[src/rtl/irq_ctrl_if.sv]
// Avalon-MM slave bus bundle for the interrupt controller.
// The CPU-side bus master drives the strobes; irq_ctrl answers with read data.
interface irq_ctrl_if;
  logic [2:0]  avs_address;
  logic        avs_read;
  logic        avs_write;
  logic [31:0] avs_writedata;
  logic [31:0] avs_readdata;
  logic        avs_readdatavalid;

  modport master (
    output avs_address,
    output avs_read,
    output avs_write,
    output avs_writedata,
    input  avs_readdata,
    input  avs_readdatavalid
  );

  modport slave (
    input  avs_address,
    input  avs_read,
    input  avs_write,
    input  avs_writedata,
    output avs_readdata,
    output avs_readdatavalid
  );
endinterface

[src/rtl/irq_ctrl.sv]
// Prioritised, maskable interrupt controller with level/edge sources,
// W1C pending bits and a one-cycle irq_clr pulse back to acked sources.
module irq_ctrl #(
  parameter int N_SRC = 8
) (
  input  logic             clk,
  input  logic             rst_n,
  irq_ctrl_if.slave        bus,
  input  logic [N_SRC-1:0] src_irq,
  output logic [N_SRC-1:0] irq_clr,
  output logic             cpu_irq
);

  logic [N_SRC-1:0] src_q, src_d;
  logic [N_SRC-1:0] pend_q, pend_d;
  logic [N_SRC-1:0] en_q, en_d;
  logic [N_SRC-1:0] mode_q, mode_d;
  logic [N_SRC-1:0] clr_q, clr_d;
  logic             cpu_irq_q, cpu_irq_d;
  logic [31:0]      rdata_q, rdata_d;
  logic             rvalid_q, rvalid_d;

  logic [N_SRC-1:0] rise;
  logic [N_SRC-1:0] eff;
  logic [N_SRC-1:0] act;
  logic [N_SRC-1:0] ack_oh;
  logic [N_SRC-1:0] w1c;
  logic [N_SRC-1:0] wdat;
  logic             valid;
  logic [4:0]       id;
  logic             wr_pend, wr_en, wr_mode, wr_ack;
  logic [31:0]      rmux;

  logic unused_wdata;
  assign unused_wdata = ^bus.avs_writedata;

  always_comb begin
    wdat    = bus.avs_writedata[N_SRC-1:0];
    src_d   = src_irq;
    rise    = src_irq & ~src_q;
    eff     = (pend_q & mode_q) | (src_q & ~mode_q);
    act     = eff & en_q;
    valid   = |act;
    id      = '0;
    // Walk downward so the lowest active index is written last.
    for (int i = N_SRC - 1; i >= 0; i--) begin
      if (act[i]) id = 5'(i);
    end

    wr_pend = bus.avs_write && (bus.avs_address == 3'd0);
    wr_en   = bus.avs_write && (bus.avs_address == 3'd1);
    wr_mode = bus.avs_write && (bus.avs_address == 3'd2);
    wr_ack  = bus.avs_write && (bus.avs_address == 3'd4);

    ack_oh = '0;
    for (int i = 0; i < N_SRC; i++) begin
      ack_oh[i] = wr_ack && (bus.avs_writedata[7:0] == 8'(i));
    end

    w1c    = wr_pend ? (wdat & mode_q) : '0;
    en_d   = wr_en   ? wdat : en_q;
    mode_d = wr_mode ? wdat : mode_q;
    // Set wins over clear; leaving edge mode drops the latched bit.
    pend_d = ((pend_q & ~(w1c | ack_oh)) | (rise & mode_q)) & mode_d;

    clr_d     = ack_oh;
    cpu_irq_d = valid;

    rmux = '0;
    unique case (1'b1)
      (bus.avs_address == 3'd0): rmux = 32'(eff);
      (bus.avs_address == 3'd1): rmux = 32'(en_q);
      (bus.avs_address == 3'd2): rmux = 32'(mode_q);
      (bus.avs_address == 3'd3): rmux = {valid, 26'd0, id};
      default:                   rmux = '0;
    endcase

    rdata_d  = bus.avs_read ? rmux : '0;
    rvalid_d = bus.avs_read;
  end

  always_ff @(posedge clk or negedge rst_n) begin
    if (!rst_n) begin
      src_q     <= '0;
      pend_q    <= '0;
      en_q      <= '0;
      mode_q    <= '0;
      clr_q     <= '0;
      cpu_irq_q <= 1'b0;
      rdata_q   <= '0;
      rvalid_q  <= 1'b0;
    end else begin
      src_q     <= src_d;
      pend_q    <= pend_d;
      en_q      <= en_d;
      mode_q    <= mode_d;
      clr_q     <= clr_d;
      cpu_irq_q <= cpu_irq_d;
      rdata_q   <= rdata_d;
      rvalid_q  <= rvalid_d;
    end
  end

  assign irq_clr               = clr_q;
  assign cpu_irq               = cpu_irq_q;
  assign bus.avs_readdata      = rdata_q;
  assign bus.avs_readdatavalid = rvalid_q;

endmodule

[src/flat_wrapper.sv]
// flat-port wrapper written by rule: the top's interface ports become plain ports
module irq_ctrl_flat 
#(
  parameter int N_SRC = 8
)
  (clk, rst_n, src_irq, irq_clr, cpu_irq, bus_avs_address, bus_avs_read, bus_avs_write, bus_avs_writedata, bus_avs_readdata, bus_avs_readdatavalid);
  irq_ctrl_if bus_i ();
  input  logic clk;
  input  logic rst_n;
  input  logic [N_SRC-1:0] src_irq;
  output logic [N_SRC-1:0] irq_clr;
  output logic cpu_irq;
  input wire logic [$bits(bus_i.avs_address)-1:0] bus_avs_address;
  input wire logic [$bits(bus_i.avs_read)-1:0] bus_avs_read;
  input wire logic [$bits(bus_i.avs_write)-1:0] bus_avs_write;
  input wire logic [$bits(bus_i.avs_writedata)-1:0] bus_avs_writedata;
  output wire logic [$bits(bus_i.avs_readdata)-1:0] bus_avs_readdata;
  output wire logic [$bits(bus_i.avs_readdatavalid)-1:0] bus_avs_readdatavalid;
  assign bus_i.avs_address = bus_avs_address;
  assign bus_i.avs_read = bus_avs_read;
  assign bus_i.avs_write = bus_avs_write;
  assign bus_i.avs_writedata = bus_avs_writedata;
  assign bus_avs_readdata = bus_i.avs_readdata;
  assign bus_avs_readdatavalid = bus_i.avs_readdatavalid;
  irq_ctrl #(.N_SRC(N_SRC)) u_core (.clk(clk), .rst_n(rst_n), .bus(bus_i), .src_irq(src_irq), .irq_clr(irq_clr), .cpu_irq(cpu_irq));
endmodule
[config.mk]
export PLATFORM = sky130hd
export DESIGN_NAME = irq_ctrl_flat
export DESIGN_NICKNAME = d
export VERILOG_FILES = /design/src/rtl/irq_ctrl_if.sv /design/src/rtl/irq_ctrl.sv /design/src/flat_wrapper.sv
export SDC_FILE = /design/constraint.sdc
export NUM_CORES = 1
export LEC_CHECK = 0
export ABC_CLOCK_PERIOD_IN_PS = 2050
export CAP_MARGIN = 20
export CORE_ASPECT_RATIO = 1.1
export CORE_MARGIN = 2
export CORE_UTILIZATION = 45
export CTS_CLUSTER_DIAMETER = 200
export DETAILED_ROUTE_END_ITERATION = 10
export PLACE_DENSITY = 0.8
export SKIP_LAST_GASP = 1
export SYNTH_ARGS = -nofsm -noshare
export SYNTH_HDL_FRONTEND = slang
export SYNTH_SLANG_ARGS = --single-unit
[constraint.sdc]
create_clock -name clk -period 2.05 [get_ports clk]
set_input_delay 0.205 -clock clk [delete_from_list [all_inputs] [get_ports clk]]
set_output_delay 0.205 -clock clk [all_outputs]
set_load 0.01 [all_outputs]
## Word level (Yosys, flattened, before mapping)

Index checks and enable logic that the tools add are counted.

| cells by class | value |
|---|---|
| add/subtract/negate cells | 0 |
| $mul | 0 |
| divide/modulo/power cells | 0 |
| $lt $le $gt $ge | 0 |
| equality and inequality tests | 11 |
| shift-type cells | 0 |
| multiplexer cells | 12 |
| bitwise operators | 14 |
| reductions and logical operators | 15 |

Operator list:

| cell | number |
|---|---|
| $pmux W32 S4 | 1 |
| $and A8 B8 Y8 | 8 |
| $mux W5 | 7 |
| $eq A8 B3 Y1 const B | 4 |
| $mux W32 | 1 |
| $not A8 Y8 | 3 |
| $or A8 B8 Y8 | 3 |
| $eq A8 B2 Y1 const B | 2 |
| $mux W8 | 2 |
| $logic_and A1 B1 Y1 | 12 |
| $eq A8 B1 Y1 const B | 1 |
| $logic_not A8 Y1 | 1 |
| $reduce_or A8 Y1 | 1 |
| $eq A3 B2 Y1 const B | 2 |
| $eq A3 B1 Y1 const B | 1 |
| $eq A3 B3 Y1 const B | 1 |
| $logic_not A3 Y1 | 1 |
| $mux W3 | 1 |

| word-level totals | value |
|---|---|
| bits in registers | 74 |
| latch bits | 0 |
| memory bits (writable) | 0 |
| memory bits (read-only) | 0 |
| input port bits | 47 |
| output and inout port bits | 42 |
| word-level logic and storage cells | 60 |
| memories | 0 |

## Logic depth before layout (Yosys ltp)

Gate-level depths: netlist of run 1.

| logic depth | value |
|---|---|
| depth after elaboration | 14 |
| mapped depth | 6 |
| depth with buffers taken out | 4 |

## Least setup slack after synthesis of run 1

No wires, ideal clock.

| timing path | value |
|---|---|
| path type | register to register |
| start | reg u_core.mode_q[6] |
| end | reg u_core.rdata_q[2], in the netlist u_core.bus.avs_readdata[2] |
| setup time | 0.137 ns |
| data arrival time | 1.284 ns |
| path slack | 0.629 ns |
| stages on the path, launching flop included | 5 |
| period minus slack after synthesis | 1.421 ns |
| cells stage by stage | dfrtp_1 -> mux2_1 -> o2bb2ai_1 -> a221oi_1 -> o32ai_1 |

| on the way | value |
|---|---|
| cells in the longest elaborated chain, start to end | 13 |

RTL lines:

| element | RTL line | source |
|---|---|---|
| start: declaration | irq_ctrl.sv:17 | `logic [N_SRC-1:0] mode_q, mode_d;` |
| start signal: assignment | irq_ctrl.sv:96 | `mode_q <= mode_d;` |
| $not A8 Y8 | irq_ctrl.sv:41 | `eff = (pend_q & mode_q) \| (src_q & ~mode_q);` |
| $and A8 B8 Y8 | irq_ctrl.sv:41 |  |
| $or A8 B8 Y8 (*) | irq_ctrl.sv:41 |  |
| $and A8 B8 Y8 (*) | irq_ctrl.sv:42 | `act = eff & en_q;` |
| $mux W5 (*) (7 in a row) | irq_ctrl.sv:47 | `if (act[i]) id = 5'(i);` |
| $pmux W32 S4 (*) | irq_ctrl.sv:70 | `unique case (1'b1)` |
| $mux W32 (*) | irq_ctrl.sv:78 | `rdata_d = bus.avs_read ? rmux : '0;` |
| named net u_core.rdata_d[2] | irq_ctrl.sv:20 | `logic [31:0] rdata_q, rdata_d;` |
| end signal: assignment | irq_ctrl.sv:99 | `rdata_q <= rdata_d;` |
| end: declaration | irq_ctrl.sv:20 |  |

Mark *: on every way through the listed nets, which the timed path passes. The rest lies on a longest branch.
A chain may end at the register's enable or synchronous reset.

## Worst setup path after layout of run 1

| timing path | value |
|---|---|
| start | in bus_avs_address[0] |
| end | reg u_core.pend_q[1] |

| on the way | value |
|---|---|
| cells in the longest elaborated chain, start to end | 8 |

RTL lines:

| element | RTL line | source |
|---|---|---|
| start: declaration | flat_wrapper.sv:13 | `input wire logic [$bits(bus_i.avs_address)-1:0] bus_avs_address;` |
| $logic_not A3 Y1 or $eq A3 B3 Y1 (tied branches) | irq_ctrl.sv:50, irq_ctrl.sv:53 |  |
| $logic_and A1 B1 Y1, on equally long branches | irq_ctrl.sv:50, irq_ctrl.sv:53 |  |
| $mux W8 or $logic_and A1 B1 Y1 (tied branches) | irq_ctrl.sv:60, irq_ctrl.sv:57 |  |
| $or A8 B8 Y8 | irq_ctrl.sv:64 | `pend_d = ((pend_q & ~(w1c \| ack_oh)) \| (rise & mode_q)) & mode_d;` |
| $not A8 Y8 | irq_ctrl.sv:64 |  |
| $and A8 B8 Y8 | irq_ctrl.sv:64 |  |
| $or A8 B8 Y8 | irq_ctrl.sv:64 |  |
| $and A8 B8 Y8 (*) | irq_ctrl.sv:64 |  |
| named net u_core.pend_d[1] | irq_ctrl.sv:15 | `logic [N_SRC-1:0] pend_q, pend_d;` |
| end signal: assignment | irq_ctrl.sv:94 | `pend_q <= pend_d;` |
| end: declaration | irq_ctrl.sv:15 |  |

Marks and branches as above.

==> results of run 1 <==
[cell type report]
cell class | instances | area [µm²] | area share
Clock buffer | 6 | 82.6 | 0.0258
Multi-Input combinational cell | 168 | 1130 | 0.355
Sequential cell | 51 | 1280 | 0.399
Clock inverter | 2 | 35.0 | 0.0110
Tap cell | 75 | 93.8 | 0.0294
Timing Repair Buffer | 61 | 558 | 0.175
Inverter | 4 | 15.0 | 0.00470
[sequential cells by signal, summed over array words and instances (netlist names)]
| register | count |
|---|---|
| u_core.irq_clr | 8 |
| u_core.en_q | 8 |
| u_core.bus.avs_readdata | 9 |
| u_core.src_q | 8 |
| u_core.bus.avs_readdatavalid | 1 |
| u_core.cpu_irq | 1 |
| u_core.mode_q | 8 |
| u_core.pend_q | 8 |
[cells in the mapped netlist, types with 6 or more instances]
library cell	count	area, µm²
a21oi_1	7	35.0
nor2_1	14	52.6
nand3b_1	8	60.1
nand2_1	12	45.0
o21ai_0	13	65.1
o211ai_1	6	45.0
nand3_1	11	55.1
mux2_2	15	169
dfrtp_1	51	1280
a21boi_1	9	67.6
buf_4	24	180
[worst register-to-register path: cells and delay by family, from the launching register on]
kind,cells,cell delay (ns)
compound gates,3,0.80
flops,1,0.42
mux,1,0.37
[where the power goes]
group          internal (W)  switching [W]
sequential          0.00112       0.000105
combinational      0.000262       0.000251
clock              0.000395       0.000324
total               0.00177       0.000680
[cell usage in the layout (no fill, tap or decap), types with 2 or more instances in the layout]
cell	Yosys	routed
and2_1	2	2
buf_4	24	19
clkbuf_8	0	6
nor3b_2	2	2
nand2b_1	4	4
a311oi_1	2	2
o211ai_1	6	6
nor2b_1	2	2
nor3b_1	2	2
o21ai_0	13	13
clkdlybuf4s50_1	0	40
o311ai_0	4	4
conb_1	1	23
a21boi_1	9	9
mux2_1	3	3
mux2i_1	2	2
nand3_1	11	11
nand2_1	12	12
a21oi_1	7	7
o2bb2ai_1	2	2
nor3_1	4	4
or3b_2	2	2
nand3b_1	8	8
a22oi_1	4	4
o32a_1	2	2
dfrtp_1	51	51
o32ai_1	2	2
mux2_2	15	15
inv_1	4	4
nor2_1	14	14
[through the flow]
stage / hold slack [ns] / power, W / util / setup WS, ns / cells
after floorplan: -0.0906 / 0.00157 / - / 0.629 / 257
after global placement: 0.251 / 0.00172 / 0.561 / 0.0668 / 358
after detailed placement: 0.251 / 0.00175 / 0.561 / 0.0418 / 358
after CTS: 0.355 / 0.00246 / 0.585 / 0.311 / 367
after global routing: 0.359 / 0.00257 / 0.585 / 0.213 / 367
final: 0.356 / 0.00245 / 0.585 / 0.303 / 367
[routing by layer]
metal  routed length [µm]  share of wire
met1                 2400           0.42
met2                 2820           0.49
met3                  327          0.057
met4                  156          0.027
met5                    0              0
[cell families (layout without fill, tap and decap cells)]
family	count (synthesis)	count (layout)	synth area share
other	1	23	0.00145
buffers and inverters	38	73	0.0979
and+or+nand+nor	70	70	0.172
DFF	51	51	0.494
AOI/OAI and AO/OA	55	55	0.148
muxes	20	20	0.0863
[how the worst max path moves through the flow]
stage	end	slack, ns	cells past startpoint
finish	u_core.pend_q[1]	0.30	5
global route	u_core.pend_q[1]	0.21	5
CTS	u_core.pend_q[1]	0.31	5
detailed placement	u_core.pend_q[1]	0.04	5
global placement	u_core.pend_q[1]	0.07	5
floorplan	u_core.bus.avs_readdata[2]	0.63	4
==> summary.md, run 1 <==
| Metric | Value |
|---|---|
| Outcome | `finished clean` |
| Synth Instances | `235` |
| # IOs | `89` |
| Layout area overhead | `23.8%` |
| Initial Utilization | `0.472` |
| Mean Syn Cell Area | `11.0 µm²` |
| F_max | `572 MHz` |
| Clk_lat worst skew | `0.31 ns` |
| CP startpoint | `bus_avs_address[0]` |
| Largest net degree at the start of global routing | `29` |
| Max VDD drop | `0.000529 V` |
| Crit-path slowest cell | `clkdlybuf4s50_1` |
| DRT iter0 DRCs | `151` |
| Die width | `76.2 µm` |
| Clock Tree Root | `clkbuf_8` |
| Fin crit share | `0.852` |
| Arrival time at the worst endpoint | `1.92 ns` |
| Met2 Use GR | `0.311` |
| Type of the worst setup path | `input pin to flop` |
| Grt ovf | `0` |
| Standby leakage power | `1.34 nW` |
| M1 GR Usage | `0.234` |
| Number of synthesized flops with an enable pin | `0` |
| Port Buffers | `41` |
| DRT Pass-1 Iters | `4` |
| Startpoint Class | `input pin` |
| Total Neg Setup Slack | `0 ns` |
| Total wire length | `5710 µm` |
| Worst EP required | `2.22 ns` |
| Most Crowded Layer GR | `met2` |
| Critical-path cell list | `clkdlybuf4s50_1 -> nor3b_2 -> nand4bb_1 -> o311ai_0 -> a21boi_1` |
| CP max stage delay | `0.54 ns` |
| GRT Total Usage | `0.190` |
| Met3 Use GR | `0.0500` |
| Sequential area share after synthesis | `0.494` |
| Post-CTS Hold Buffers | `1` |
| Worst-case reg-to-reg path depth | `4` |
| Slew headroom | `0.590` |
| Total number of vias | `1,973` |
| Vias in the first global route | `1,968` |
| Worst R2R Start | `u_core.mode_q[6]` |
| Worst Skew | `0.00448 ns` |
| Post_cts resized | `0` |
| Row count | `28` |
| Setup violations, final | `0` |
| Die height | `83.4 µm` |
| H-tree levels | `2` |
| Die Area | `0.00636 mm²` |
| Setup bufs post-CTS | `0` |
| PwrDens | `768 mW/mm²` |
| Mapped Area | `0.00258 mm²` |
| Main synth FF type | `dfrtp_1` |
| Final hold violation count | `0` |
| Fillers | `480` |
| Max Cap Viol | `0` |
| FF-to-FF setup slack | `0.32 ns` |
| Flops & latches, synth | `51` |
| DP Area | `0.00307 mm²` |
| Reg2reg end | `u_core.bus.avs_readdata[2]` |
| Hold Path Depth | `1` |
| Post-DRT Antenna Nets | `0` |
| Crit path buf inv count | `1` |
| Diode count | `0` |
| Vias per cell | `5.38` |
| Post-route DRC | `0` |
| First-pass GRT wire length | `9460 µm` |
| Worst hold-check path type | `input pin to flop` |
| Minimum clock period | `1.75 ns` |
| RSZ-0062 raised after global routing | `false` |
| Crit Path Max Fanout | `6` |
| TritonCTS clock tree | `yes` |
| Average wire per standard cell | `15.5 µm` |
| Clock transition at path regs | `0.09 ns` |
| Core area | `0.00547 mm²` |
| Final Cell Area | `0.00320 mm²` |
| Yosys warns | `0` |
| CP delay by family, top | `simple AND/OR/NAND/NOR gates` |
| Yosys cell types | `42` |
| Nets | `338` |
| Clk buf depth | `2` |
| Clock sink count | `51` |
| Hold EP | `u_core.src_q[6]` |
| Worst setup EP type | `flop` |
| CTS Buf Count | `5` |
| Asr flop ratio synth | `1.00` |
| DPL Wire Length | `4330 µm` |
| Initial antenna violation count | `0` |
| Share of layout cells above drive strength 1 | `0.175` |
| Routability congestion estimate | `0.874` |
| Final number of max-transition violations | `0` |
| Slew @ Worst Pin | `0.616 ns` |
| Hold_sp | `src_irq[6]` |
(Power assumes the default switching activity.)
==> run 2: changes to the inputs <==
--- a/config.mk
+++ b/config.mk
@@ -5,14 +5,14 @@
 export SDC_FILE = /design/constraint.sdc
 export NUM_CORES = 1
 export LEC_CHECK = 0
-export ABC_CLOCK_PERIOD_IN_PS = 2050
+export ABC_CLOCK_PERIOD_IN_PS = 1460
 export CAP_MARGIN = 20
 export CORE_ASPECT_RATIO = 1.1
 export CORE_MARGIN = 2
-export CORE_UTILIZATION = 45
+export CORE_UTILIZATION = 41
 export CTS_CLUSTER_DIAMETER = 200
 export DETAILED_ROUTE_END_ITERATION = 10
-export PLACE_DENSITY = 0.8
+export PLACE_DENSITY = 0.76
 export SKIP_LAST_GASP = 1
 export SYNTH_ARGS = -nofsm -noshare
 export SYNTH_HDL_FRONTEND = slang
==> constraint.sdc (replaced) <==
create_clock -name clk -period 1.46 [get_ports clk]
set_input_delay 0.146 -clock clk [delete_from_list [all_inputs] [get_ports clk]]
set_output_delay 0.146 -clock clk [all_outputs]
set_load 0.01 [all_outputs]
==> run 2 against run 1 <==
- the flow now finishes with violations (negative setup slack)
- combinational power grew 82%
- sequential cell count did not move
- sequential power is 39% higher
- largest power group unchanged
- wire length up 11%
- worst hold slack worse by 0.052 ns
- sequential share of layout area is 3.4 points lower
- critical endpoint is now u_core.bus.avs_readdata[0]
- critical path depth fell by 1
- power is 48% higher
==> summary.md, run 2 (synthesis gave the netlist of run 1 again) <==
| Metric | Value |
|---|---|
| Failing checks | `negative setup slack` |
| Commonest cells after routing, fill and taps aside | `dfrtp_1, buf_4, clkdlybuf4s50_1` |
| Clock transition at path regs | `0.09 ns` |
| Logic pwr share | `0.257` |
| Port Buffers | `41` |
| Worst setup margin | `-0.0211 ns` |
| Die width | `79.7 µm` |
| F_max | `675 MHz` |
| Nets | `362` |
| Routability congestion estimate | `0.862` |
| Clk_lat worst skew | `0.30 ns` |
| Final hold violation count | `0` |
| Standby leakage power | `1.50 nW` |
| Layout area overhead | `35.4%` |
| Core area | `0.00612 mm²` |
| Sw Pwr | `0.00103 W` |
| H-tree levels | `2` |
| Final number of max-transition violations | `0` |
| CTS Buf Count | `5` |
| Clock sink count | `51` |
| Worst setup EP type | `flop` |
| First-pass GRT wire length | `10,400 µm` |
| Max Cap Viol | `0` |
| Total number of vias | `2,039` |
| RSZ-0062 raised after global routing | `true` |
| Largest net degree at the start of global routing | `52` |
| Post-route DRC | `0` |
| Max VDD drop | `0.000445 V` |
| Clk pwr share | `0.278` |
| Arrival time at the worst endpoint | `1.68 ns` |
| DRT iter0 DRCs | `109` |
| Worst hold margin | `0.304 ns` |
| Startpoint Class | `flop` |
| Multi-input combinational cell area | `0.00123 mm²` |
| Worst Skew | `0.00549 ns` |
| Max reg flops | `9` |
| Crit Path Max Fanout | `2` |
| Worst EP required | `1.66 ns` |
| Grt ovf | `0` |
| Diode count | `0` |
| # IOs | `89` |
| Fillers | `509` |
| Total wire length | `6310 µm` |
| Setup violations, final | `1` |
| Vias in the first global route | `2,101` |
| DPL Wire Length | `4580 µm` |
| Average wire per standard cell | `15.9 µm` |
| Vias per cell | `5.15` |
| Sequential cell area | `0.00128 mm²` |
| Post-DRT Antenna Nets | `0` |
| Die Area | `0.00695 mm²` |
| Clk buf depth | `2` |
| Die height | `87.2 µm` |
| Clock Tree Root | `clkbuf_8` |
| Pint | `0.00262 W` |
| Initial Utilization | `0.422` |
| Share of layout cells above drive strength 1 | `0.278` |
| Minimum clock period | `1.48 ns` |
| Fin crit share | `1.01` |
| Row count | `30` |
| PwrDens | `1040 mW/mm²` |
| Total Power | `0.00364 W` |
| Outcome | `finished, violations left` |
| Total Neg Setup Slack | `-0.0211 ns` |
| Worst hold-check path type | `input pin to flop` |
| Hold Path Depth | `1` |
| Worst-case reg-to-reg path depth | `4` |
| DRT Pass-1 Iters | `4` |
| TritonCTS clock tree | `yes` |
| Sequential power share | `0.465` |
| Initial antenna violation count | `0` |
| Sw frac | `0.282` |
| GRT Total Usage | `0.196` |
| Type of the worst setup path | `flop to flop` |
| Most common cell after layout, fill and taps aside | `dfrtp_1` |
run 2: final cells by class:
class                      instances  share of cell area
sequential                        51               0.365
multi-input combinational        168               0.353
timing repair buffer              85               0.215
tap                               80              0.0286
clock buffer                       6              0.0236
clock inverter                     2              0.0100
inverter                           4             0.00429
run 2: final timing paths:
| check | from | end | slack (ns) |
|---|---|---|---|
| worst max-delay path | u_core.mode_q[6] | u_core.bus.avs_readdata[0] | -0.02 |
| worst min-delay path | src_irq[7] | u_core.src_q[7] | 0.30 |
| worst max register to register | u_core.mode_q[6] | u_core.bus.avs_readdata[0] | -0.02 |
| worst min register to register | u_core.en_q[3] | u_core.bus.avs_readdata[3] | 0.53 |
| max in group asynchronous | rst_n | u_core.pend_q[1] | 0.87 |
| min in group asynchronous | rst_n | u_core.src_q[7] | 0.35 |
run 2: per-stage QoR:
step	cells	utilization	setup slack, ns	instance area (µm²)
2_1_floorplan	257	-	0.0395	2660
3_3_place_gp	387	0.534	-0.357	3270
3_5_place_dp	387	0.534	-0.454	3270
4_1_cts	396	0.561	-0.0341	3430
5_1_grt	396	0.571	-0.0470	3500
6_report	396	0.571	-0.0211	3500
run 2: what timing repair did:
action / 4_1_cts / 5_1_grt
setup endpoints to repair: 18 / 11
hold endpoints to repair: 51 / 0
gates resized for setup: 13 / 14
hold buffers: 1 / 0
pin swaps: 5 / 4
buffers inserted: 0 / 0
run 2: worst max-delay path: stages (launching register included):
cell	delay, ns
dfrtp_1	0.41
mux2_4	0.32
a211oi_2	0.20
o211ai_1	0.14
a311oi_1	0.32
run 2: routing by layer:
layer	share of wire	wire, µm	track usage	vias up
li1	-	-	-	962
met1	0.43	2710	0.250	992
met2	0.49	3110	0.325	71
met3	0.056	355	0.0405	14
met4	0.022	141	0.0784	0
met5	0	0	0	-
run 2: power groups by stage:
stage	registers, W	logic (W)	clock network [W]
3_5_place_dp	0.00171	0.000860	0
4_1_cts	0.00168	0.000889	0.00103
6_report	0.00170	0.000937	0.00101
2_1_floorplan	0.00172	0.000487	0
5_1_grt	0.00172	0.00102	0.00109
3_3_place_gp	0.00170	0.000837	0
==> run 3: changes to the inputs <==
--- a/config.mk
+++ b/config.mk
@@ -6,7 +6,7 @@
 export NUM_CORES = 1
 export LEC_CHECK = 0
 export ABC_CLOCK_PERIOD_IN_PS = 1460
-export CAP_MARGIN = 20
+export CAP_MARGIN = 0
 export CORE_ASPECT_RATIO = 1.1
 export CORE_MARGIN = 2
 export CORE_UTILIZATION = 41
==> results of run 3 <==
The final DEF is identical to that of run 2; final timing and power are the same.
